<file path="src/rtl/lsu_ctrl.sv">
// Load/store unit controller for the RV32I MEM stage: decodes loads and stores,
// runs one req/ack data-bus transaction at a time and extends load data.
module lsu_ctrl #(
  parameter int ADDR_W  = 32,
  parameter int TIMEOUT = 15
) (
  input  logic              i_clk,
  input  logic              i_rst,
  input  logic              i_valid,
  input  logic [6:0]        i_opcode,
  input  logic [2:0]        i_funct3,
  input  logic              i_flush,
  input  logic [ADDR_W-1:0] i_addr,
  input  logic [31:0]       i_wdata,
  output logic [1:0]        o_access_size,
  output logic              o_stall,
  output logic              o_done,
  output logic [31:0]       o_rdata,
  output logic [1:0]        o_fault,
  output logic              o_mem_req,
  output logic              o_mem_we,
  output logic [ADDR_W-1:0] o_mem_addr,
  output logic [3:0]        o_mem_be,
  output logic [31:0]       o_mem_wdata,
  input  logic              i_mem_ack,
  input  logic [31:0]       i_mem_rdata
);

  localparam logic [6:0] OP_LOAD  = 7'b0000011;
  localparam logic [6:0] OP_STORE = 7'b0100011;

  localparam logic [1:0] FLT_NONE     = 2'b00;
  localparam logic [1:0] FLT_MISALIGN = 2'b01;
  localparam logic [1:0] FLT_TIMEOUT  = 2'b10;
  localparam logic [1:0] FLT_ILLEGAL  = 2'b11;

  // A zero TIMEOUT still needs a one-bit counter to keep the declarations legal.
  localparam int               CNT_W   = (TIMEOUT > 0) ? $clog2(TIMEOUT + 1) : 1;
  localparam logic [CNT_W-1:0] CNT_MAX = CNT_W'(TIMEOUT);

  typedef enum logic [1:0] {
    S_IDLE = 2'd0,
    S_REQ  = 2'd1,
    S_RESP = 2'd2
  } state_t;

  function automatic logic [3:0] f_lane_be(input logic [1:0] size, input logic [1:0] lane);
    case (size)
      2'b00:   f_lane_be = 4'b0001 << lane;
      2'b01:   f_lane_be = 4'b0011 << lane;
      default: f_lane_be = 4'b1111;
    endcase
  endfunction

  function automatic logic [31:0] f_lane_wdata(input logic [1:0] size, input logic [31:0] data);
    case (size)
      2'b00:   f_lane_wdata = {4{data[7:0]}};
      2'b01:   f_lane_wdata = {2{data[15:0]}};
      default: f_lane_wdata = data;
    endcase
  endfunction

  function automatic logic [31:0] f_extend(input logic [1:0] size, input logic uns,
                                           input logic [1:0] lane, input logic [31:0] data);
    logic [31:0] sh;
    sh = data >> {lane, 3'b000};
    case (size)
      2'b00:   f_extend = uns ? {24'd0, sh[7:0]}  : {{24{sh[7]}}, sh[7:0]};
      2'b01:   f_extend = uns ? {16'd0, sh[15:0]} : {{16{sh[15]}}, sh[15:0]};
      default: f_extend = data;
    endcase
  endfunction

  state_t            r_state;
  logic              r_is_store;
  logic              r_unsigned;
  logic [1:0]        r_size;
  logic [1:0]        r_lane;
  logic              r_flushed;
  logic [CNT_W-1:0]  r_cnt;
  logic              r_done;
  logic [31:0]       r_rdata;
  logic [1:0]        r_fault;
  logic              r_mem_req;
  logic              r_mem_we;
  logic [ADDR_W-1:0] r_mem_addr;
  logic [3:0]        r_mem_be;
  logic [31:0]       r_mem_wdata;

  logic       w_is_load;
  logic       w_is_store;
  logic       w_is_ls;
  logic       w_mem_op;
  logic       w_illegal;
  logic       w_misaligned;
  logic       w_timeout;
  logic       w_flush_mark;
  logic [1:0] w_access_size;

  assign w_is_load  = (i_opcode == OP_LOAD);
  assign w_is_store = (i_opcode == OP_STORE);
  assign w_is_ls    = w_is_load | w_is_store;
  assign w_mem_op   = i_valid & ~i_flush & w_is_ls;

  assign w_illegal    = (i_funct3[1:0] == 2'b11) | (w_is_store & i_funct3[2]);
  assign w_misaligned = ((i_funct3[1:0] == 2'b01) & i_addr[0]) |
                        ((i_funct3[1:0] == 2'b10) & (i_addr[1:0] != 2'b00));

  // An ack arriving in the last allowed cycle beats the timeout.
  assign w_timeout    = (TIMEOUT != 0) && (r_cnt == CNT_MAX) && !i_mem_ack;
  assign w_flush_mark = r_flushed | i_flush;

  always_comb begin
    w_access_size = 2'b11;
    if (w_is_ls) begin
      case (i_funct3[1:0])
        2'b00:   w_access_size = 2'b10;
        2'b01:   w_access_size = 2'b01;
        2'b10:   w_access_size = 2'b00;
        default: w_access_size = 2'b11;
      endcase
    end
  end

  always_ff @(posedge i_clk or posedge i_rst) begin
    if (i_rst) begin
      r_state     <= S_IDLE;
      r_is_store  <= 1'b0;
      r_unsigned  <= 1'b0;
      r_size      <= 2'b00;
      r_lane      <= 2'b00;
      r_flushed   <= 1'b0;
      r_cnt       <= '0;
      r_done      <= 1'b0;
      r_rdata     <= 32'd0;
      r_fault     <= FLT_NONE;
      r_mem_req   <= 1'b0;
      r_mem_we    <= 1'b0;
      r_mem_addr  <= '0;
      r_mem_be    <= 4'b0000;
      r_mem_wdata <= 32'd0;
    end else begin
      case (r_state)
        S_IDLE: begin
          r_done  <= 1'b0;
          r_rdata <= 32'd0;
          r_fault <= FLT_NONE;
          if (w_mem_op) begin
            r_is_store <= w_is_store;
            r_unsigned <= i_funct3[2];
            r_size     <= i_funct3[1:0];
            r_lane     <= i_addr[1:0];
            r_flushed  <= 1'b0;
            r_cnt      <= '0;
            if (w_illegal || w_misaligned) begin
              // Faulted access skips the bus and reports straight away.
              r_state <= S_RESP;
              r_done  <= 1'b1;
              r_fault <= w_illegal ? FLT_ILLEGAL : FLT_MISALIGN;
            end else begin
              r_state     <= S_REQ;
              r_mem_req   <= 1'b1;
              r_mem_we    <= w_is_store;
              r_mem_addr  <= {i_addr[ADDR_W-1:2], 2'b00};
              r_mem_be    <= f_lane_be(i_funct3[1:0], i_addr[1:0]);
              r_mem_wdata <= f_lane_wdata(i_funct3[1:0], i_wdata);
            end
          end
        end
        S_REQ: begin
          if (i_flush) begin
            r_flushed <= 1'b1;
          end
          if (i_mem_ack) begin
            r_state   <= S_RESP;
            r_mem_req <= 1'b0;
            r_done    <= 1'b1;
            r_fault   <= FLT_NONE;
            r_rdata   <= (r_is_store || w_flush_mark) ? 32'd0
                         : f_extend(r_size, r_unsigned, r_lane, i_mem_rdata);
          end else if (w_timeout) begin
            r_state   <= S_RESP;
            r_mem_req <= 1'b0;
            r_done    <= 1'b1;
            r_rdata   <= 32'd0;
            r_fault   <= w_flush_mark ? FLT_NONE : FLT_TIMEOUT;
          end else if (TIMEOUT != 0) begin
            r_cnt <= r_cnt + CNT_W'(1);
          end
        end
        S_RESP: begin
          r_state <= S_IDLE;
          r_done  <= 1'b0;
          r_rdata <= 32'd0;
          r_fault <= FLT_NONE;
        end
        default: begin
          r_state   <= S_IDLE;
          r_mem_req <= 1'b0;
          r_done    <= 1'b0;
        end
      endcase
    end
  end

  assign o_access_size = w_access_size;
  assign o_stall       = ((r_state == S_IDLE) & w_mem_op) | (r_state == S_REQ);
  assign o_done        = r_done;
  assign o_rdata       = r_rdata;
  assign o_fault       = r_fault;
  assign o_mem_req     = r_mem_req;
  assign o_mem_we      = r_mem_we;
  assign o_mem_addr    = r_mem_addr;
  assign o_mem_be      = r_mem_be;
  assign o_mem_wdata   = r_mem_wdata;

endmodule

</file>
<file path="config.mk">
export PLATFORM = sky130hd
export DESIGN_NAME = lsu_ctrl
export DESIGN_NICKNAME = d
export VERILOG_FILES = /design/src/rtl/lsu_ctrl.sv
export SDC_FILE = /design/constraint.sdc
export NUM_CORES = 1
export LEC_CHECK = 0
export CAP_MARGIN = 0
export CORE_AREA = 2 2 134 104
export CTS_CLUSTER_DIAMETER = 60
export DETAILED_ROUTE_END_ITERATION = 8
export DIE_AREA = 0 0 136 106
export GPL_ROUTABILITY_DRIVEN = 0
export MAX_ROUTING_LAYER = met4
export PLACE_DENSITY = 0.82
export SLEW_MARGIN = 20
export SYNTH_ARGS = -nofsm -noshare
export SYNTH_HDL_FRONTEND = slang
export SYNTH_SLANG_ARGS = --single-unit
export TNS_END_PERCENT = 5
</file>
<file path="constraint.sdc">
create_clock -name i_clk -period 5.6 [get_ports i_clk]
set_clock_uncertainty 0.2 [all_clocks]
set_input_delay 1.12 -clock i_clk [delete_from_list [all_inputs] [get_ports i_clk]]
set_output_delay 1.12 -clock i_clk [all_outputs]
set_load 0.03 [all_outputs]
</file>
---- Yosys cells after proc, flatten, opt, wreduce, memory -nomap -nowiden ----
Cells that the tools add are included.
storage, ports and cells
  register bits ........................... 116
  input bits .............................. 111
  output and inout port bits .............. 108
  logic and storage cells ................. 108
operators by class
  add/subtract/negate cells ............... 1
  equality and inequality tests ........... 15
  shifts and indexed selects .............. 3
  mux-type cells .......................... 40
  bitwise gates (word level) .............. 14
  reductions and logical operators ........ 20
operators by type and width
  kind                   number
  $pmux W32 S2           3
  $mux W32               5
  $shr A32 B5 Y16        1
  $mux W2                11
  $pmux W4 S2            2
  $mux W4                3
  $pmux W2 S3            2
  $mux W1                10
  $ne A2 B2 Y1 const B   5
  $reduce_and A2 Y1      4
  $reduce_and A4 Y1      2
  $eq A7 B2 Y1 const B   1
  $eq A7 B6 Y1 const B   1
  $and A1 B1 Y1          6
  $eq A2 B1 Y1 const B   3
  $eq A2 B2 Y1 const B   3
  $logic_not A2 Y1       3
  $reduce_and A3 Y1      2
  $reduce_bool A2 Y1     3
  $or A1 B1 Y1           5
  $add A4 B1 Y4 const B  1
  $eq A4 B4 Y1 const B   1
  $pmux W1 S2            2
  $pmux W2 S2            1
  10 further kinds       13

---- Logic depth before layout (Yosys ltp) ----
Gate-level depths: netlist of the first run.
  depth after elaboration ................. 7
  depth in mapped cells ................... 9
  gate-level depth less buffers ........... 6

---- Least setup slack after synthesis of the first run ----
Ideal clock, no wire load.
  path type ............................... input-to-output
  from .................................... in i_funct3[1]
  to ...................................... out o_access_size[0]
  arrival time ............................ 2.113 ns
  required time ........................... 4.280 ns
  setup slack ............................. 2.167 ns
  stages on the path ...................... 6
  path buffers ............................ 2
  path through ............................ inv_1 > ha_1 > clkbuf_1 > clkbuf_1 > nor2_1 > nand2_1
on the way
  longest elaborated chain between the ends .. 3
  elaborated cells between the ends (all ways) .. 5
  classes of those cells .................. 2 x eq/ne; 2 x mux; 1 x reduce/logical
RTL lines
  what                                  line  source
  from (decl)                           11    input logic [2:0] i_funct3,
  $eq A2 B2 Y1 (tied with other cells)  116   case (i_funct3[1:0])
  $pmux W2 S3 *                         116
  $mux W2 *                             115   if (w_is_ls) begin
  to (decl)                             15    output logic [1:0] o_access_size,
Mark *: on every way between the ends. The rest lies on a longest branch, timed or not.

---- Worst setup path after layout of the first run ----
  from .................................... in i_flush
  to ...................................... out o_stall
on the way
  longest elaborated chain between the ends .. 5
RTL lines
  what                         line  source
  from (decl)                  12    input logic i_flush,
  $not A1 Y1                   103   assign w_mem_op = i_valid & ~i_flush & w_is_ls;
  $and A1 B1 Y1 (2 in series)  103
  $and A1 B1 Y1                207   assign o_stall = ((r_state == S_IDLE) & w_mem_op) | (r_state == S_REQ);
  $or A1 B1 Y1                 207
  to (decl)                    16    output logic o_stall,
No other way between the ends.

==> impl_results.html, run 1 <==
<table>
<tr><th>Metric</th><th>Value</th></tr>
<tr><th colspan="2">Clock tree</th></tr>
<tr><td>H-Tree Level Count</td><td>4</td></tr>
<tr><td>Number of buffers created by CTS</td><td>17</td></tr>
<tr><td>Buffer count from post-CTS setup fixing</td><td>0</td></tr>
<tr><td>Count of clock tree sinks</td><td>116</td></tr>
<tr><td>Post-cts sizing count</td><td>0</td></tr>
<tr><td>Max Buffers Root-to-Sink</td><td>2</td></tr>
<tr><td>Hold-fix buffers at CTS</td><td>0</td></tr>
<tr><td>Clock latency on the worst-skew pair</td><td>0.40 ns</td></tr>
<tr><td>Clock transition time at the flip-flop clock pins of the worst setup and hold paths</td><td>0.06 ns</td></tr>
<tr><td>Clock tree root driver cell</td><td>clkbuf_16</td></tr>
<tr><td>TritonCTS clock tree</td><td>done</td></tr>
<tr><th colspan="2">Die</th></tr>
<tr><td>Initial Utilization</td><td>0.428</td></tr>
<tr><td>Die boundary height</td><td>between 100 and 150 um</td></tr>
<tr><td>Number of top-level design ports</td><td>about 220</td></tr>
<tr><td>Placement row count</td><td>37</td></tr>
<tr><td>Placeable core region</td><td>approximately 13,000 sq um</td></tr>
<tr><td>Total Die Area</td><td>around 14,000 sq um</td></tr>
<tr><td>Chip width</td><td>about 140 um</td></tr>
<tr><th colspan="2">Global route</th></tr>
<tr><td>Vias in the first global route</td><td>4,899</td></tr>
<tr><td>Maximum number of pins on one net before global-route repair</td><td>69</td></tr>
<tr><td>First-pass GRT wire length</td><td>roughly 25,000 um</td></tr>
<tr><td>Global Route Usage Sum</td><td>0.233</td></tr>
<tr><td>Sum of overflow across all layers after global routing</td><td>0</td></tr>
<tr><td>Number of antenna violations at the first check in global routing</td><td>0</td></tr>
<tr><th colspan="2">Timing</th></tr>
<tr><td># setup viols final</td><td>0</td></tr>
<tr><td>Count of pins over their slew limit</td><td>0</td></tr>
<tr><td>Worst Tran Pin Value</td><td>~0.97 ns</td></tr>
<tr><td>Hold Slack</td><td>about 0.28 ns</td></tr>
<tr><td>Final setup margin</td><td>~0.92 ns</td></tr>
<tr><td>Fin. Hold Viols</td><td>0</td></tr>
<tr><td>Highest achievable clock rate</td><td>around 210 MHz</td></tr>
<tr><td>Final critical-path share of the clock period</td><td>0.836</td></tr>
<tr><td>Slew margin rel.</td><td>0.355</td></tr>
<tr><td>Setup repair after global routing missed its margin</td><td>false</td></tr>
<tr><td>Min cycle time layout</td><td>between 4 and 5 ns</td></tr>
<tr><td>Total Negative Setup Slacks</td><td>0 ns</td></tr>
<tr><th colspan="2">Setup path</th></tr>
<tr><td>Worst Setup Path Type</td><td>primary input to output pin</td></tr>
<tr><td>First element of the critical path</td><td>i_flush</td></tr>
<tr><td>Worst-path fanout max</td><td>12</td></tr>
<tr><td>Crit end category</td><td>output pin</td></tr>
<tr><td>Critical R2R Launch</td><td>r_state[0]</td></tr>
<tr><td>Type of element launching the critical path</td><td>primary input</td></tr>
<tr><td>Data required time at the worst endpoint</td><td>about 4.3 ns</td></tr>
<tr><td>Worst EP arrival</td><td>3.36 ns</td></tr>
<tr><th colspan="2">Hold path</th></tr>
<tr><td>Class of the tightest hold or removal check</td><td>flop to flop</td></tr>
<tr><td>Startpoint of the worst hold path</td><td>o_rdata[5]</td></tr>
<tr><th colspan="2">Power</th></tr>
<tr><td>Internal power</td><td>~0.0019 W</td></tr>
<tr><td>Leakage Power</td><td>between 3 and 4 nW</td></tr>
<tr><td>Net Sw Power</td><td>0.000658 W</td></tr>
<tr><td>Sequential power share</td><td>0.359</td></tr>
<tr><td>Clock Power Share</td><td>0.464</td></tr>
<tr><td>Portion of total power attributed to combinational logic</td><td>0.177</td></tr>
<tr><td>VDD IR max</td><td>between 0.15 and 0.2 mV</td></tr>
<tr><td>Power per cell area</td><td>293 nW/um^2</td></tr>
<tr><td>Sw frac</td><td>0.261</td></tr>
<tr><th colspan="2">Synth</th></tr>
<tr><td>Syn Std Cell Area</td><td>5660 sq um</td></tr>
<tr><td>Cell types occupying the most area after synthesis</td><td>dfrtp_1 (51%), mux2_2 (12%), mux2_1 (4.0%)</td></tr>
<tr><td>Sequential share of the synthesized area</td><td>0.513</td></tr>
<tr><td>Predominant post-synthesis flop cell</td><td>dfrtp_1</td></tr>
<tr><td>Async set-reset flop share out of synthesis</td><td>1.00</td></tr>
<tr><td>Syn avg cell area</td><td>about 12 sq um</td></tr>
<tr><td>Library cells used by synthesis</td><td>between 40 and 50</td></tr>
<tr><td>Synth area leader</td><td>dfrtp_1</td></tr>
<tr><td>Synth top area share</td><td>0.513</td></tr>
<tr><td>Number of enable-type register cells in the synthesized netlist</td><td>0</td></tr>
<tr><td>Syn. warnings</td><td>0</td></tr>
<tr><td>Number of synthesized register bits</td><td>roughly 120</td></tr>
<tr><td>Synthesized instance count</td><td>about 480</td></tr>
<tr><th colspan="2">Layout</th></tr>
<tr><td>P&amp;R area growth vs syn</td><td>51.7%</td></tr>
<tr><td>Area of all placed cells without fillers</td><td>about 8600 sq um</td></tr>
<tr><td>Layout cells sized above 1</td><td>0.149</td></tr>
<tr><td>Highest-count cells in the layout ignoring fill and taps</td><td>clkdlybuf4s50_1 (216), dfrtp_1 (116), mux2_2 (60), nand2_1 (48), mux2_1 (20)</td></tr>
<tr><td>Most common cell after layout, fill and taps aside</td><td>clkdlybuf4s50_1</td></tr>
<tr><td>Total inserted antenna cells</td><td>0</td></tr>
<tr><td>Final-stage net count</td><td>roughly 810</td></tr>
<tr><td>Post-Route Utilization</td><td>0.649</td></tr>
<tr><td>Number of filler cells placed in the layout</td><td>just under 1,000</td></tr>
<tr><th colspan="2">Flow run</th></tr>
<tr><td>Max-cap viol count</td><td>0</td></tr>
<tr><th colspan="2">Placement</th></tr>
<tr><td>Placed cell area</td><td>between 7000 and 8000 sq um</td></tr>
<tr><td>HPWL after detailed placement</td><td>roughly 12,000 um</td></tr>
<tr><td>Worst setup slack before clock tree synthesis</td><td>about 0.96 ns</td></tr>
<tr><td>Count of buffers from port buffering</td><td>216</td></tr>
<tr><th colspan="2">Route</th></tr>
<tr><td>Initial drt markers</td><td>roughly 500</td></tr>
<tr><td>Routed WL per cell</td><td>about 19 um</td></tr>
<tr><td>Post-route ant nets</td><td>0</td></tr>
<tr><td>Routed vias/inst</td><td>5.56</td></tr>
<tr><td>Via count</td><td>4,857</td></tr>
<tr><td>Drt total wl</td><td>between 15,000 and 20,000 um</td></tr>
<tr><td>First-pass DRT Iterations</td><td>8</td></tr>
<tr><td>Remaining routing DRC violations</td><td>0</td></tr>
<tr><th colspan="2">Status</th></tr>
<tr><td>Result of the run</td><td>finished clean</td></tr>
</table>
-- final timing paths --
path | depth (start not counted) | slack, ns | endpoint
min in group asynchronous | 2 | 0.81 | o_mem_addr[29]
hold / removal | 2 | 0.28 | o_rdata[5]
hold reg to reg | 2 | 0.28 | o_rdata[5]
max in group asynchronous | 3 | 3.48 | o_rdata[7]
setup / recovery | 5 | 0.92 | o_stall
setup reg to reg | 6 | 2.26 | o_mem_addr[30]
-- sequential cells by signal (all words and copies together), names as in the netlist --
name	cells
r_flushed	1
o_mem_we	1
r_state	2
r_cnt	4
o_done	1
o_mem_addr	30
r_size	2
r_unsigned	1
o_mem_be	4
r_is_store	1
o_rdata	32
o_fault	2
r_lane	2
o_mem_wdata	32
o_mem_req	1
-- cells in the mapped netlist (2+ instances only) --
| master | count |
|---|---|
| dfrtp_1 | 116 |
| mux2_2 | 60 |
| nand2_1 | 48 |
| mux2_1 | 20 |
| clkbuf_1 | 19 |
| a221o_1 | 18 |
| nor2_1 | 17 |
| a22oi_1 | 14 |
| inv_1 | 13 |
| mux2i_1 | 13 |
| o21ai_0 | 12 |
| a21oi_1 | 11 |
| and3_1 | 11 |
| a22o_1 | 10 |
| a222oi_1 | 9 |
| ha_1 | 9 |
| nand3_1 | 9 |
| buf_2 | 8 |
| o31ai_1 | 8 |
| o2bb2ai_1 | 6 |
| buf_4 | 4 |
| o22ai_1 | 4 |
| nand2b_1 | 3 |
| nor3b_1 | 3 |
| a211oi_1 | 2 |
| buf_1 | 2 |
| buf_6 | 2 |
| nand3b_1 | 2 |
| nor2b_1 | 2 |
| nor3_1 | 2 |
| nor4b_4 | 2 |
| o21bai_1 | 2 |
| or3_1 | 2 |
-- cell families (layout without fill, tap and decap cells) --
logic type | count (synthesis) | count (layout) | share of synthesized area
xor+xnor | 1 | 1 | 0.00155
compound gates | 103 | 103 | 0.146
mux | 93 | 93 | 0.182
simple gates | 107 | 107 | 0.0981
other cells | 1 | 2 | 0.000662
fa+ha+maj | 9 | 9 | 0.0199
buf+inv | 49 | 268 | 0.0396
flops | 116 | 116 | 0.513
-- cell type report --
| type | instances | area [sq um] | area share |
|---|---|---|---|
| sequential | 116 | 2900 | 0.338 |
| multi-input combinational | 315 | 2560 | 0.299 |
| timing repair buffer | 222 | 2210 | 0.257 |
| clock buffer | 18 | 429 | 0.0500 |
| tap | 175 | 219 | 0.0255 |
| clock inverter | 14 | 210 | 0.0245 |
| inverter | 14 | 55.1 | 0.00641 |
-- power groups by stage --
| stage | combinational (W) | sequential [W] | clock (W) |
|---|---|---|---|
| 6_report | 0.000446 | 0.000905 | 0.00117 |
| 3_3_place_gp | 0.000432 | 0.000916 | 0 |
| 5_1_grt | 0.000478 | 0.000910 | 0.00124 |
| 3_5_place_dp | 0.000443 | 0.000919 | 0 |
| 4_1_cts | 0.000445 | 0.000905 | 0.00119 |
| 2_1_floorplan | 0.000200 | 0.000953 | 0 |
-- routing by layer --
layer | global-route usage | wire (um) | vias up
met5 | - | 0 | -
met4 | 0.0759 | 272 | 0
met3 | 0.0739 | 1530 | 25
met2 | 0.350 | 7600 | 283
met1 | 0.299 | 6830 | 2347
li1 | - | - | 2202
-- per-stage QoR --
stage,cells,power [W]
after global placement,842,0.00135
final,874,0.00252
after CTS,874,0.00254
after floorplan,480,0.00115
after detailed placement,842,0.00136
after global routing,874,0.00263
-- critical path: stages --
cell             delay [ns]
clkdlybuf4s50_1        0.50
nor4b_4                0.39
nand3_1                0.45
nand2_1                0.21
clkdlybuf4s50_1        0.69
Note: power is estimated with default switching activity, not from simulation.
==> run 2: changes to the inputs <==
--- a/config.mk
+++ b/config.mk
@@ -6,13 +6,13 @@
 export NUM_CORES = 1
 export LEC_CHECK = 0
 export CAP_MARGIN = 0
-export CORE_AREA = 2 2 134 104
+export CORE_AREA = 2 2 141 109
 export CTS_CLUSTER_DIAMETER = 60
 export DETAILED_ROUTE_END_ITERATION = 8
-export DIE_AREA = 0 0 136 106
+export DIE_AREA = 0 0 143 111
 export GPL_ROUTABILITY_DRIVEN = 0
 export MAX_ROUTING_LAYER = met4
-export PLACE_DENSITY = 0.82
+export PLACE_DENSITY = 0.79
 export SLEW_MARGIN = 20
 export SYNTH_ARGS = -nofsm -noshare
 export SYNTH_HDL_FRONTEND = slang
==> constraint.sdc (replaced) <==
create_clock -name i_clk -period 3.79 [get_ports i_clk]
set_clock_uncertainty 0.2 [all_clocks]
set_input_delay 0.758 -clock i_clk [delete_from_list [all_inputs] [get_ports i_clk]]
set_output_delay 0.758 -clock i_clk [all_outputs]
set_load 0.03 [all_outputs]
==> run 2 against run 1 <==
  * Critical path depth did not move
  * Routed wire length rose by 2.2%
  * Largest cell class unchanged
  * Sequential share of layout area fell by 0.10 points
  * Die area rose by 10%
==> impl_results.html, run 2 (synthesized netlist as in run 1, its figures left out) <==
<table>
<tr><th>Metric</th><th>Value</th></tr>
<tr><th colspan="2">Status</th></tr>
<tr><td>Result of the run</td><td>finished clean</td></tr>
<tr><th colspan="2">Power</th></tr>
<tr><td>Power per cell area</td><td>407 nW/um^2 (+39%)</td></tr>
<tr><td>Leakage Power</td><td>3.89 nW (about the same)</td></tr>
<tr><td>VDD IR max</td><td>0.324 mV (+66%)</td></tr>
<tr><th colspan="2">Placement</th></tr>
<tr><td>Placed cell area</td><td>8050 sq um (+1.2%)</td></tr>
<tr><td>Count of buffers from port buffering</td><td>216 (unchanged)</td></tr>
<tr><td>HPWL after detailed placement</td><td>12,000 um (+0.59%)</td></tr>
<tr><td>Placed cell count</td><td>877 (+4.2%)</td></tr>
<tr><td>Worst setup slack before clock tree synthesis</td><td>0.377 ns (-0.579 ns)</td></tr>
<tr><th colspan="2">Hold path</th></tr>
<tr><td>Terminating pin of the worst hold path</td><td>o_mem_addr[8]</td></tr>
<tr><td>Class of the tightest hold or removal check</td><td>flop to flop</td></tr>
<tr><td>Number of stages on the worst hold path</td><td>1 (-1)</td></tr>
<tr><td>Startpoint of the worst hold path</td><td>o_mem_addr[8]</td></tr>
<tr><th colspan="2">Route</th></tr>
<tr><td>Initial drt markers</td><td>363 (-27%)</td></tr>
<tr><td>Post-route ant nets</td><td>0 (unchanged)</td></tr>
<tr><td>Routed WL per cell</td><td>18.2 um (-1.9%)</td></tr>
<tr><td>Routed vias/inst</td><td>5.32 (-4.4%)</td></tr>
<tr><td>First-pass DRT Iterations</td><td>5 (-3)</td></tr>
<tr><td>Via count</td><td>4,837 (-0.41%)</td></tr>
<tr><td>Remaining routing DRC violations</td><td>0 (unchanged)</td></tr>
<tr><td>Drt total wl</td><td>16,600 um (+2.2%)</td></tr>
<tr><th colspan="2">Die</th></tr>
<tr><td>Placement row count</td><td>39 (+5.4%)</td></tr>
<tr><td>Initial Utilization</td><td>0.386 (-0.0422)</td></tr>
<tr><td>Die boundary height</td><td>111 um (+4.7%)</td></tr>
<tr><td>Placeable core region</td><td>14,700 sq um (+11%)</td></tr>
<tr><td>Number of top-level design ports</td><td>219 (unchanged)</td></tr>
<tr><td>Total Die Area</td><td>15,900 sq um (+10%)</td></tr>
<tr><td>Chip width</td><td>143 um (+5.1%)</td></tr>
<tr><th colspan="2">Layout</th></tr>
<tr><td>Total inserted antenna cells</td><td>0 (unchanged)</td></tr>
<tr><td>Area of all placed cells without fillers</td><td>8610 sq um (+0.31%)</td></tr>
<tr><td>P&amp;R area growth vs syn</td><td>52.1%</td></tr>
<tr><td>Number of non-filler instances in the completed layout</td><td>910 (+4.1%)</td></tr>
<tr><td>Number of filler cells placed in the layout</td><td>1,173 (+18%)</td></tr>
<tr><td>Final-stage net count</td><td>812 (+0.74%)</td></tr>
<tr><td>Highest-count cells in the layout ignoring fill and taps</td><td>clkdlybuf4s50_1 (214), dfrtp_1 (116), mux2_2 (60), nand2_1 (48), mux2_1 (20)</td></tr>
<tr><td>Most common cell after layout, fill and taps aside</td><td>clkdlybuf4s50_1</td></tr>
<tr><td>Layout cells sized above 1</td><td>0.159 (+0.0101)</td></tr>
<tr><th colspan="2">Timing</th></tr>
<tr><td>Total Negative Setup Slacks</td><td>0 ns (unchanged)</td></tr>
<tr><td>Min cycle time layout</td><td>around 3.4 ns</td></tr>
<tr><td>Final critical-path share of the clock period</td><td>0.901</td></tr>
<tr><td>Slew margin rel.</td><td>0.385 (+0.0292)</td></tr>
<tr><td>Fin. Hold Viols</td><td>0 (unchanged)</td></tr>
<tr><td># setup viols final</td><td>0 (unchanged)</td></tr>
<tr><td>Setup repair after global routing missed its margin</td><td>false</td></tr>
<tr><td>Highest achievable clock rate</td><td>approximately 300 MHz</td></tr>
<tr><td>Worst Tran Pin Value</td><td>0.923 ns (-0.0439 ns)</td></tr>
<tr><td>Hold Slack</td><td>0.282 ns (+0.00376 ns)</td></tr>
<tr><td>Count of pins over their slew limit</td><td>0 (unchanged)</td></tr>
<tr><td>Final setup margin</td><td>0.376 ns (-0.543 ns)</td></tr>
<tr><th colspan="2">Setup path</th></tr>
<tr><td>Worst Setup Path Type</td><td>primary input to output pin</td></tr>
<tr><td>Cells along the critical path</td><td>clkdlybuf4s50_1, inv_1, ha_1, nand2_1, clkdlybuf4s50_1</td></tr>
<tr><td>Worst EP arrival</td><td>2.46 ns (-0.90 ns)</td></tr>
<tr><td>Crit end category</td><td>output pin</td></tr>
<tr><td>Cell with the most instances on the worst path</td><td>clkdlybuf4s50_1</td></tr>
<tr><td>Data required time at the worst endpoint</td><td>2.83 ns (-1.45 ns)</td></tr>
<tr><td>Slowest stage cell on the critical path</td><td>clkdlybuf4s50_1</td></tr>
<tr><td>Type of element launching the critical path</td><td>primary input</td></tr>
<tr><td>Worst-path fanout max</td><td>4 (-8)</td></tr>
<tr><td>Worst flop-to-flop path endpoint</td><td>o_rdata[5]</td></tr>
<tr><td>Worst-case register-to-register setup slack</td><td>0.91 ns (-1.35 ns)</td></tr>
<tr><td>Number of cells on the worst reg-to-reg path</td><td>4 (-2)</td></tr>
<tr><td>Slowest cell delay on critical path</td><td>0.68 ns (about the same)</td></tr>
<tr><td>Critical R2R Launch</td><td>r_lane[1]</td></tr>
<tr><th colspan="2">Clock tree</th></tr>
<tr><td>Count of clock tree sinks</td><td>116 (unchanged)</td></tr>
<tr><td>Buffer count from post-CTS setup fixing</td><td>0 (unchanged)</td></tr>
<tr><td>TritonCTS clock tree</td><td>done</td></tr>
<tr><td>Clock latency on the worst-skew pair</td><td>0.41 ns (about the same)</td></tr>
<tr><td>Max Buffers Root-to-Sink</td><td>2 (unchanged)</td></tr>
<tr><td>H-Tree Level Count</td><td>4 (unchanged)</td></tr>
<tr><td>Clock tree root driver cell</td><td>clkbuf_16</td></tr>
<tr><td>Number of buffers created by CTS</td><td>17 (unchanged)</td></tr>
<tr><td>Post-cts sizing count</td><td>0 (unchanged)</td></tr>
<tr><td>Clock transition time at the flip-flop clock pins of the worst setup and hold paths</td><td>0.05 ns (about the same)</td></tr>
<tr><td>Hold-fix buffers at CTS</td><td>0 (unchanged)</td></tr>
<tr><th colspan="2">Global route</th></tr>
<tr><td>Sum of overflow across all layers after global routing</td><td>0 (unchanged)</td></tr>
<tr><td>Number of antenna violations at the first check in global routing</td><td>0 (unchanged)</td></tr>
<tr><td>Maximum number of pins on one net before global-route repair</td><td>117 (+70%)</td></tr>
<tr><td>Global Route Usage Sum</td><td>0.217 (-0.0159)</td></tr>
<tr><td>Vias in the first global route</td><td>5,009 (+2.2%)</td></tr>
<tr><td>First-pass GRT wire length</td><td>26,400 um (+4.1%)</td></tr>
<tr><th colspan="2">Flow run</th></tr>
<tr><td>Max-cap viol count</td><td>0 (unchanged)</td></tr>
</table>
==> run 2: worst max path at each step <==
stage | startpoint | to | slack (ns) | depth (start not counted)
floorplan | i_funct3[1] | o_mem_wdata[16] | 1.02 | 7
CTS | i_funct3[0] | o_access_size[1] | 0.37 | 5
global placement | i_funct3[0] | o_access_size[1] | 0.42 | 5
global route | i_funct3[0] | o_access_size[1] | 0.29 | 5
detailed placement | i_funct3[0] | o_access_size[1] | 0.38 | 5
finish | i_funct3[0] | o_access_size[1] | 0.38 | 5
==> run 2: area by class of cell <==
class                      instances  area [sq um]  area share
clock buffer                      19           443      0.0514
multi-input combinational        315          2560       0.298
clock inverter                    13           111      0.0129
sequential                       116          2900       0.337
inverter                          14          56.3     0.00654
tap                              205           256      0.0298
timing repair buffer             228          2280       0.265
==> run 2: layer usage <==
metal,vias up,track usage,routed length [um]
met3,19,0.0605,1270
met1,2387,0.281,7140
met4,0,0.0554,189
met2,211,0.336,7980
li1,2220,-,-
met5,-,-,0
==> run 2: critical path, delay by kind of cell <==
kind	cells	cell delay, ns
adders and majority gates	1	0.30
buffers and inverters	3	1.32
and+or+nand+nor	1	0.07
==> run 2: metrics by stage <==
stage,power [W],utilization
after global routing,0.00365,0.587
after detailed placement,0.00202,0.548
after floorplan,0.00170,-
after global placement,0.00199,0.548
final,0.00350,0.587
after CTS,0.00352,0.585
==> run 2: report_power, final <==
part | total, W | internal (W) | switching [W]
registers | 0.00134 | 0.00129 | 0.0000461
logic | 0.000679 | 0.000313 | 0.000366
clock network | 0.00149 | 0.000913 | 0.000577
==> run 3: changes to the inputs <==
--- a/config.mk
+++ b/config.mk
@@ -6,13 +6,14 @@
 export NUM_CORES = 1
 export LEC_CHECK = 0
 export CAP_MARGIN = 0
-export CORE_AREA = 2 2 141 109
+export CORE_AREA = 2 2 129 100
 export CTS_CLUSTER_DIAMETER = 60
 export DETAILED_ROUTE_END_ITERATION = 8
-export DIE_AREA = 0 0 143 111
+export DIE_AREA = 0 0 131 102
 export GPL_ROUTABILITY_DRIVEN = 0
+export HOLD_SLACK_MARGIN = 0.02
 export MAX_ROUTING_LAYER = met4
-export PLACE_DENSITY = 0.79
+export PLACE_DENSITY = 0.88
 export SLEW_MARGIN = 20
 export SYNTH_ARGS = -nofsm -noshare
 export SYNTH_HDL_FRONTEND = slang
==> constraint.sdc (replaced) <==
create_clock -name i_clk -period 4.15 [get_ports i_clk]
set_clock_uncertainty 0.2 [all_clocks]
set_input_delay 0.83 -clock i_clk [delete_from_list [all_inputs] [get_ports i_clk]]
set_output_delay 0.83 -clock i_clk [all_outputs]
set_load 0.03 [all_outputs]
==> run 3 against run 2 <==
  * Final cell count fell by 4.6%
  * Cell area fell by 0.19%
  * Sequential power fell by 9%
  * Via count rose by 2.0%
  * Total power fell by 5.5%
  * Count of clock-buffer cells in the layout rose by 4
  * Setup slack improved by 0.12 ns
  * Non-clock buffer count fell by 2
  * Sequential share of layout area rose by 0.064 points
  * Global-route usage rose by 4.5 points
==> impl_results.html, run 3 (synthesized netlist as in run 1, its figures left out) <==
<table>
<tr><th>Metric</th><th>Value</th></tr>
<tr><th colspan="2">Status</th></tr>
<tr><td>Result of the run</td><td>finished clean</td></tr>
<tr><th colspan="2">Route</th></tr>
<tr><td>Drt total wl</td><td>17,000 um (+2.6%)</td></tr>
<tr><td>Routed WL per cell</td><td>19.6 um (+7.6%)</td></tr>
<tr><td>Via count</td><td>4,935 (+2.0%)</td></tr>
<tr><td>Routed vias/inst</td><td>5.69 (+7.0%)</td></tr>
<tr><td>Initial drt markers</td><td>399 (+9.9%)</td></tr>
<tr><td>Remaining routing DRC violations</td><td>0 (unchanged)</td></tr>
<tr><td>Post-route ant nets</td><td>0 (unchanged)</td></tr>
<tr><td>First-pass DRT Iterations</td><td>5 (unchanged)</td></tr>
<tr><th colspan="2">Layout</th></tr>
<tr><td>P&amp;R area growth vs syn</td><td>51.8%</td></tr>
<tr><td>Post-Route Utilization</td><td>0.714 (+0.127)</td></tr>
<tr><td>Area occupied by multi-input gates</td><td>2560 sq um (unchanged)</td></tr>
<tr><td>Layout cells sized above 1</td><td>0.154 (-0.00502)</td></tr>
<tr><td>Number of non-filler instances in the completed layout</td><td>868 (-4.6%)</td></tr>
<tr><td>Number of filler cells placed in the layout</td><td>822 (-30%)</td></tr>
<tr><td>Register area</td><td>2900 sq um (unchanged)</td></tr>
<tr><td>Final-stage net count</td><td>810 (-0.25%)</td></tr>
<tr><td>Most common cell after layout, fill and taps aside</td><td>clkdlybuf4s50_1</td></tr>
<tr><td>Total inserted antenna cells</td><td>0 (unchanged)</td></tr>
<tr><td>Highest-count cells in the layout ignoring fill and taps</td><td>clkdlybuf4s50_1 (216), dfrtp_1 (116), mux2_2 (60), nand2_1 (48), mux2_1 (20)</td></tr>
<tr><th colspan="2">Clock tree</th></tr>
<tr><td>Count of clock tree sinks</td><td>116 (unchanged)</td></tr>
<tr><td>TritonCTS clock tree</td><td>done</td></tr>
<tr><td>Post-cts sizing count</td><td>0 (unchanged)</td></tr>
<tr><td>Clock tree root driver cell</td><td>clkbuf_16</td></tr>
<tr><td>H-Tree Level Count</td><td>4 (unchanged)</td></tr>
<tr><td>Max Buffers Root-to-Sink</td><td>2 (unchanged)</td></tr>
<tr><td>Buffer count from post-CTS setup fixing</td><td>0 (unchanged)</td></tr>
<tr><td>Clock transition time at the flip-flop clock pins of the worst setup and hold paths</td><td>0.05 ns (about the same)</td></tr>
<tr><td>Clock latency on the worst-skew pair</td><td>0.40 ns (about the same)</td></tr>
<tr><td>Hold-fix buffers at CTS</td><td>0 (unchanged)</td></tr>
<tr><td>Number of buffers created by CTS</td><td>17 (unchanged)</td></tr>
<tr><th colspan="2">Hold path</th></tr>
<tr><td>Terminating pin of the worst hold path</td><td>o_mem_addr[14]</td></tr>
<tr><td>Number of stages on the worst hold path</td><td>1 (unchanged)</td></tr>
<tr><td>Class of the tightest hold or removal check</td><td>flop to flop</td></tr>
<tr><td>Startpoint of the worst hold path</td><td>o_mem_addr[14]</td></tr>
<tr><th colspan="2">Flow run</th></tr>
<tr><td>Max-cap viol count</td><td>0 (unchanged)</td></tr>
<tr><th colspan="2">Power</th></tr>
<tr><td>VDD IR max</td><td>0.257 mV (-21%)</td></tr>
<tr><td>Leakage Power</td><td>3.91 nW (+0.45%)</td></tr>
<tr><td>Portion of total power attributed to combinational logic</td><td>0.185 (-0.009)</td></tr>
<tr><td>Net Sw Power</td><td>0.000886 W (-10%)</td></tr>
<tr><td>Power per cell area</td><td>385 nW/um^2 (-5.3%)</td></tr>
<tr><td>Internal power</td><td>0.00243 W (-3.6%)</td></tr>
<tr><td>Sw frac</td><td>0.268 (-0.0146)</td></tr>
<tr><td>Clock Power Share</td><td>0.445 (+0.020)</td></tr>
<tr><td>Sequential power share</td><td>0.369 (-0.012)</td></tr>
<tr><th colspan="2">Placement</th></tr>
<tr><td>Worst setup slack before clock tree synthesis</td><td>0.499 ns (+0.123 ns)</td></tr>
<tr><td>Count of buffers from port buffering</td><td>216 (unchanged)</td></tr>
<tr><td>HPWL after detailed placement</td><td>12,400 um (+3.3%)</td></tr>
<tr><td>Placed cell count</td><td>837 (-4.6%)</td></tr>
<tr><th colspan="2">Setup path</th></tr>
<tr><td>Worst-case register-to-register setup slack</td><td>1.08 ns (+0.17 ns)</td></tr>
<tr><td>Worst flop-to-flop path endpoint</td><td>o_rdata[23]</td></tr>
<tr><td>Crit end category</td><td>output pin</td></tr>
<tr><td>Slowest cell delay on critical path</td><td>0.67 ns (about the same)</td></tr>
<tr><td>Number of cells on the worst reg-to-reg path</td><td>7 (+3)</td></tr>
<tr><td>Type of element launching the critical path</td><td>primary input</td></tr>
<tr><td>Worst Setup Path Type</td><td>primary input to output pin</td></tr>
<tr><td>Cell with the most instances on the worst path</td><td>clkdlybuf4s50_1</td></tr>
<tr><td>Crit-path leading delay family</td><td>buffers and inverters</td></tr>
<tr><td>Cells along the critical path</td><td>clkdlybuf4s50_1, nor4b_4, nand3_1, nand2_1, clkdlybuf4s50_1</td></tr>
<tr><td>Data required time at the worst endpoint</td><td>3.12 ns (+0.29 ns)</td></tr>
<tr><td>Count of buffering cells on the critical path with inverters included</td><td>2 (-1)</td></tr>
<tr><td>Critical R2R Launch</td><td>r_state[1]</td></tr>
<tr><td>Worst-path fanout max</td><td>4 (unchanged)</td></tr>
<tr><td>Slowest stage cell on the critical path</td><td>clkdlybuf4s50_1</td></tr>
<tr><td>Worst EP arrival</td><td>2.63 ns (+0.17 ns)</td></tr>
<tr><td>First element of the critical path</td><td>i_flush</td></tr>
<tr><th colspan="2">Timing</th></tr>
<tr><td>Slew margin rel.</td><td>0.351 (-0.0335)</td></tr>
<tr><td>Final critical-path share of the clock period</td><td>0.881</td></tr>
<tr><td># setup viols final</td><td>0 (unchanged)</td></tr>
<tr><td>Setup repair after global routing missed its margin</td><td>false</td></tr>
<tr><td>Min cycle time layout</td><td>approximately 3.7 ns</td></tr>
<tr><td>Count of pins over their slew limit</td><td>0 (unchanged)</td></tr>
<tr><td>Highest achievable clock rate</td><td>274 MHz</td></tr>
<tr><td>Fin. Hold Viols</td><td>0 (unchanged)</td></tr>
<tr><td>Final setup margin</td><td>0.494 ns (+0.118 ns)</td></tr>
<tr><td>Worst Tran Pin Value</td><td>0.973 ns (+0.0503 ns)</td></tr>
<tr><td>Total Negative Setup Slacks</td><td>0 ns (unchanged)</td></tr>
<tr><th colspan="2">Die</th></tr>
<tr><td>Chip width</td><td>131 um (-8.4%)</td></tr>
<tr><td>Placement row count</td><td>35 (-10%)</td></tr>
<tr><td>Die boundary height</td><td>102 um (-8.1%)</td></tr>
<tr><td>Placeable core region</td><td>12,000 sq um (-18%)</td></tr>
<tr><td>Number of top-level design ports</td><td>219 (unchanged)</td></tr>
<tr><td>Initial Utilization</td><td>0.470 (+0.0847)</td></tr>
<tr><td>Total Die Area</td><td>13,400 sq um (-16%)</td></tr>
<tr><th colspan="2">Global route</th></tr>
<tr><td>Global Route Usage Sum</td><td>0.262 (+0.0450)</td></tr>
<tr><td>Maximum number of pins on one net before global-route repair</td><td>61 (-48%)</td></tr>
<tr><td>Vias in the first global route</td><td>5,009 (unchanged)</td></tr>
<tr><td>First-pass GRT wire length</td><td>25,900 um (-1.8%)</td></tr>
<tr><td>Number of antenna violations at the first check in global routing</td><td>0 (unchanged)</td></tr>
<tr><td>Sum of overflow across all layers after global routing</td><td>0 (unchanged)</td></tr>
</table>
-- run 3: cell count changes in the layout (fill, tap and decap cells not counted), sizes merged --
cell,delta
clkinv,-5
buf,-4
clkbuf,+4
clkdlybuf4s50,+2
clkinvlp,-2
bufinv,+1
inv,+1
-- run 3: worst max path at each step --
| stage | end | cells past startpoint |
|---|---|---|
| after global placement | o_stall | 5 |
| after detailed placement | o_stall | 5 |
| after CTS | o_stall | 5 |
| final | o_stall | 5 |
| after global routing | o_stall | 5 |
| after floorplan | o_done | 1 |
-- run 3: worst register-to-register path: stages (launching register included) --
cell       delay, ns
dfrtp_1         0.38
inv_1           0.12
ha_1            0.45
nor3b_1         0.38
buf_4           0.20
nand3_1         0.16
a2111oi_4       0.87
a221o_1         0.24
-- run 3: layout make-up --
cell class | instances | area share
sequential | 116 | 0.338
multi-input combinational | 315 | 0.298
timing repair buffer | 226 | 0.263
clock buffer | 23 | 0.0591
tap | 166 | 0.0242
clock inverter | 8 | 0.0114
inverter | 14 | 0.00640
-- run 3: per-layer routing --
metal | part of all wire | vias up | wire length, um | track usage
li1 | - | 2207 | - | -
met4 | 0.018 | 0 | 311 | 0.0925
met5 | 0 | - | 0 | -
met1 | 0.41 | 2426 | 7030 | 0.327
met3 | 0.085 | 36 | 1450 | 0.0681
met2 | 0.48 | 266 | 8220 | 0.415
-- run 3: power groups by stage --
stage,registers [W],logic [W],clock network [W]
global placement,0.00124,0.000584,0
CTS,0.00122,0.000613,0.00149
finish,0.00122,0.000614,0.00147
detailed placement,0.00124,0.000605,0
floorplan,0.00129,0.000270,0
global route,0.00123,0.000654,0.00156
-- run 3: metrics by stage --
step                instance area [sq um]  hold slack, ns  total power, W
floorplan                            5670           0.294         0.00156
global placement                     7990           0.266         0.00182
detailed placement                   7990           0.272         0.00185
CTS                                  8600           0.286         0.00333
global route                         8600           0.297         0.00344
finish                               8600           0.283         0.00331
